<file path="src/rtl/bit_usage_pkg.sv">
// Shared types for the bit usage monitor: scan FSM state encoding.
package bit_usage_pkg;

    typedef enum logic [1:0] {
        IDLE = 2'd0,
        SCAN = 2'd1,
        DONE = 2'd2
    } state_t;

endpackage

</file>
<file path="src/rtl/bit_usage_chan.sv">
// One monitored channel: sticky driven/used masks plus the shadow copy taken at report start.
module bit_usage_chan #(
    parameter int WIDTH = 16
) (
    input  logic             clk,
    input  logic             rst,
    input  logic             wr_hit,
    input  logic             rd_hit,
    input  logic [WIDTH-1:0] wr_mask,
    input  logic [WIDTH-1:0] rd_mask,
    input  logic             clear,
    input  logic             snap,
    output logic [WIDTH-1:0] shadow_drv,
    output logic [WIDTH-1:0] shadow_used
);

    logic [WIDTH-1:0] drv;
    logic [WIDTH-1:0] used;
    logic [WIDTH-1:0] drv_next;
    logic [WIDTH-1:0] used_next;

    // clear overrides any same-cycle observation
    always_comb begin
        drv_next  = drv;
        used_next = used;
        if (clear) begin
            drv_next  = '0;
            used_next = '0;
        end else begin
            if (wr_hit) drv_next  = drv | wr_mask;
            if (rd_hit) used_next = used | rd_mask;
        end
    end

    // The snapshot captures next-state masks so the request cycle's own traffic is included
    always_ff @(posedge clk) begin
        if (rst) begin
            drv         <= '0;
            used        <= '0;
            shadow_drv  <= '0;
            shadow_used <= '0;
        end else begin
            drv  <= drv_next;
            used <= used_next;
            if (snap) begin
                shadow_drv  <= drv_next;
                shadow_used <= used_next;
            end
        end
    end

endmodule

</file>
<file path="src/rtl/bit_usage_mon.sv">
// Multi-channel bus bit usage monitor: sticky driven/used masks with a serial
// per-channel report of undriven and driven-but-unused bits.
module bit_usage_mon
    import bit_usage_pkg::*;
#(
    parameter int               WIDTH       = 16,
    parameter int               NCHAN       = 4,
    parameter logic [WIDTH-1:0] IGNORE_MASK = '0,
    localparam int              CW          = (NCHAN > 1) ? $clog2(NCHAN) : 1
) (
    input  logic             clk,
    input  logic             rst,
    input  logic             wr_valid,
    input  logic [CW-1:0]    wr_chan,
    input  logic [WIDTH-1:0] wr_mask,
    input  logic             rd_valid,
    input  logic [CW-1:0]    rd_chan,
    input  logic [WIDTH-1:0] rd_mask,
    input  logic             clear,
    input  logic             rpt_req,
    output logic             busy,
    output logic             rpt_valid,
    input  logic             rpt_ready,
    output logic [CW-1:0]    rpt_chan,
    output logic [WIDTH-1:0] rpt_undrv,
    output logic [WIDTH-1:0] rpt_unused,
    output logic             rpt_clean,
    output logic             rpt_done
);

    state_t           state;
    state_t           state_next;
    logic             snap;
    logic             accept;
    logic             last_chan;
    logic [WIDTH-1:0] sh_drv  [NCHAN];
    logic [WIDTH-1:0] sh_used [NCHAN];

    assign snap      = (state == IDLE) && rpt_req;
    assign accept    = (state == SCAN) && rpt_ready;
    assign last_chan = (rpt_chan == CW'(NCHAN - 1));

    for (genvar i = 0; i < NCHAN; i++) begin : g_chan
        bit_usage_chan #(.WIDTH(WIDTH)) u_chan (
            .clk         (clk),
            .rst         (rst),
            .wr_hit      (wr_valid && (int'(wr_chan) == i)),
            .rd_hit      (rd_valid && (int'(rd_chan) == i)),
            .wr_mask     (wr_mask),
            .rd_mask     (rd_mask),
            .clear       (clear),
            .snap        (snap),
            .shadow_drv  (sh_drv[i]),
            .shadow_used (sh_used[i])
        );
    end

    always_ff @(posedge clk) begin
        if (rst) state <= IDLE;
        else     state <= state_next;
    end

    // Report handshake: a beat transfers on any cycle with rpt_valid & rpt_ready;
    // while rpt_ready is low the beat and rpt_chan are held unchanged indefinitely.
    always_comb begin
        state_next = state;
        case (state)
            IDLE:    if (rpt_req) state_next = SCAN;
            SCAN:    if (accept && last_chan) state_next = DONE;
            DONE:    state_next = IDLE;
            default: state_next = IDLE;
        endcase
    end

    always_ff @(posedge clk) begin
        if (rst) begin
            rpt_chan <= '0;
        end else if (snap) begin
            rpt_chan <= '0;
        end else if (accept && !last_chan) begin
            rpt_chan <= rpt_chan + 1'b1;
        end
    end

    always_comb begin
        busy       = (state != IDLE);
        rpt_valid  = (state == SCAN);
        rpt_done   = (state == DONE);
        rpt_undrv  = '0;
        rpt_unused = '0;
        if (state == SCAN) begin
            rpt_undrv  = ~sh_drv[rpt_chan] & ~IGNORE_MASK;
            rpt_unused = sh_drv[rpt_chan] & ~sh_used[rpt_chan] & ~IGNORE_MASK;
        end
        rpt_clean = (state == SCAN) && (rpt_undrv == '0) && (rpt_unused == '0);
    end

endmodule

</file>
<file path="config.mk">
export PLATFORM = sky130hd
export DESIGN_NAME = bit_usage_mon
export DESIGN_NICKNAME = d
export VERILOG_FILES = /design/src/rtl/bit_usage_pkg.sv /design/src/rtl/bit_usage_chan.sv /design/src/rtl/bit_usage_mon.sv
export SDC_FILE = /design/constraint.sdc
export NUM_CORES = 1
export LEC_CHECK = 0
export CAP_MARGIN = 5
export CORE_UTILIZATION = 30
export CTS_CLUSTER_DIAMETER = 40
export DETAILED_ROUTE_END_ITERATION = 6
export GPL_ROUTABILITY_DRIVEN = 0
export PLACE_DENSITY = 0.46
export SETUP_SLACK_MARGIN = 0.1
export SLEW_MARGIN = 0
export SYNTH_ARGS = -nofsm -noshare
export SYNTH_HDL_FRONTEND = slang
export SYNTH_SLANG_ARGS = --single-unit
</file>
<file path="constraint.sdc">
create_clock -name clk -period 4.9 [get_ports clk]
set_clock_uncertainty 0.05 [all_clocks]
set_input_delay 1.47 -clock clk [delete_from_list [all_inputs] [get_ports clk]]
set_output_delay 1.47 -clock clk [all_outputs]
set_load 0.01 [all_outputs]
</file>
==> results_dict.tcl <==
set metrics [dict create \
    h-tree-depth 2 \
    dieWidth_um 175.3 \
    layout_common_cells "dfxtp_1 (258), nor2_1 (160), a21oi_1 (129)" \
    layout_commonest_cell "dfxtp_1" \
    synth-seq-cells 260 \
    worst_pin_slew_ns 1.009 \
    layout.area.seq_mm2 0.005213 \
    synth_cells 828 \
    maxCapViolCount 0 \
    worstPathRequired_ns 3.38 \
    avgSynthCellArea_um2 10.88 \
    cts_made_buffers 36 \
    path_max_fanout 17 \
    finalCriticalPeriod_ns 4.706 \
    slowest_delay_ns 0.67 \
    setup_viol 0 \
    fin_crit_sh_pct 96.05 \
    muxShareOfSynthArea_pct 8.524 \
    dp_cells 1244 \
    clock_latency_ns 0.49 \
    synth_xor_area_share_pct 0.09718 \
    syn-cell-area_mm2 0.009012 \
    crit_buf_inv 2 \
    slowest_stage "mux4_1" \
    multi_input_area_mm2 0.003498 \
    synthSimpleGateAreaFrac_pct 10.07 \
    cp-start-kind "register" \
    wire_per_inst_um 19.01 \
    finalHoldViolCount 0 \
    synth-warning-count 0 \
    drc_errors 0 \
    synthDistinctLibCells 33 \
    relSlewSlack_pct 32.74 \
    dpl.hpwl_um 15540 \
    grt_max_degree 132 \
    fin_ws_ns 0.1936 \
    grt_pass1_vias 6554 \
    dr.pass1.iters 4 \
    clk_pin_slew_ns 0.05 \
    tns_ns 0 \
    ant_nets 0 \
    grt_pass1_wl_um 39050 \
    cts_tree "done" \
    drv_slew 0 \
    num-fill-cells 2938 \
    status "complete, no violations" \
    nets 936 \
    power_density_mw_per_mm2 462.0 \
    drtIter0Drc 444 \
    leakage_nw 4.646 \
    die_area_mm2 0.03074 \
    synth_fp_nets 872 \
    crit_family "buffers and inverters" \
    grt_usage_pct 16.51 \
    fmax_mhz 212.5 \
    hp-class "reg -> reg" \
    antenna_cells 0 \
    cts_sinks 260 \
    coreArea_mm2 0.02956 \
    crit_type "reg -> out" \
    vias 6512 \
    numPortBuffers 80 \
    crit_chain "buf_6 -> mux4_1 -> nand2b_1 -> nand4_1 -> nor4_2 -> clkdlybuf4s50_1" \
    fp.dieH_um 175.3 \
    pre_cts_ws_ns 0.4421 \
    io_pins 81 \
    rows 63 \
    antenna_found_initial 0 \
    seq_area_frac_synth_pct 57.75 \
    area_growth_pct 25.82 \
    globalRoute.totalOverflow 0 \
    wl_um 24870 \
    clockRootBuffer "clkbuf_16" \
    final_cells 1308 \
    hold_ws_ns 0.4257 \
    drive_above_1_share_pct 12.09 \
    max-vdd-ir-drop_mv 0.2189 \
    synth_top_family_by_area "compound AO/OA/AOI/OAI gates" \
    cts_setup_buffers 0 \
    worstSetupEndpointType "output port" \
    cp.arrival_ns 3.19 \
    vias_per_cell 4.979 \
    start_util_pct 30.49 \
    synth_compound_area_share_pct 19.80 \
    clock_path_buffers 3 \
    synth_fa_ha_area_share_pct 0.1388 \
    rsz0062_at_grt "false" \
]
## cells by family after synthesis
logic type      Yosys count
buf+inv                  69
compound gates          259
fa+ha+maj                 1
simple gates            205
flops                   260
xor+xnor                  1
mux                      33
## power by group
group          leakage, nW  internal [W]  total (W)  switching [W]
logic                 1.95      0.000188   0.000411       0.000223
clock network        0.568       0.00161    0.00256       0.000951
registers             2.12       0.00221    0.00227      0.0000546
## area by class of cell
| type | count | area share [%] |
|---|---|---|
| Sequential cell | 260 | 45.97 |
| Multi-Input combinational cell | 499 | 30.85 |
| Tap cell | 390 | 4.303 |
| Timing Repair Buffer | 92 | 8.110 |
| Clock inverter | 21 | 1.953 |
| Inverter | 3 | 0.09931 |
| Clock buffer | 43 | 8.717 |
## Yosys cell counts (all sizes together)
library cell	number	share of area, %
inv	3	0.12
nor2	163	6.8
o22a	128	12
nand2b	6	0.42
clkbuf	49	2.3
and3b	2	0.19
ha	1	0.14
nor4	1	0.14
buf	17	1.2
o2111ai	1	0.097
nor2b	1	0.069
mux4	32	8.4
xnor2	1	0.097
or2	2	0.14
nand2	4	0.17
nor3b	5	0.58
nor3	4	0.22
or2b	7	0.61
dfxtp	260	58
nand4	7	0.49
a21oi	130	7.3
and3	3	0.22
mux2i	1	0.11
## path summary, 6_finish.rpt
check | cells after the start | end | slack (ns) | startpoint
worst min-delay path | 1 | g_chan[0].u_chan.shadow_used[14] | 0.43 | g_chan[0].u_chan.shadow_used[14]
worst max-delay path | 6 | rpt_clean | 0.19 | rpt_chan[1]
worst min register to register | 1 | g_chan[0].u_chan.shadow_used[14] | 0.43 | g_chan[0].u_chan.shadow_used[14]
worst max register to register | 4 | g_chan[3].u_chan.shadow_used[11] | 3.11 | state[1]
## registers in the layout, summed over array words and instances (netlist names)
| register | flops |
|---|---|
| state | 2 |
| g_chan.u_chan.used | 64 |
| g_chan.u_chan.drv | 64 |
| rpt_chan | 2 |
| g_chan.u_chan.shadow_used | 64 |
| g_chan.u_chan.shadow_drv | 64 |
## metrics by stage
stage	area (µm²)	util, %	total power [W]
4_1_cts	11340	38.36	0.005303
6_report	11340	38.36	0.005239
3_3_place_gp	10120	34.24	0.002729
2_1_floorplan	9012	-	0.002536
5_1_grt	11340	38.36	0.005436
3_5_place_dp	10120	34.24	0.002730
## metal layers
metal	global-route usage [%]	share of wire, %
met4	3.913	1.6
met2	26.24	44
met1	22.92	49
met3	3.355	5.4
met5	0	0
## timing repair
action / in CTS / in global routing
endpoints found under the setup margin: 1 / 0
hold buffers: 0 / 0
resized for setup: 3 / 0
Power figures use the tool's default switching activity.
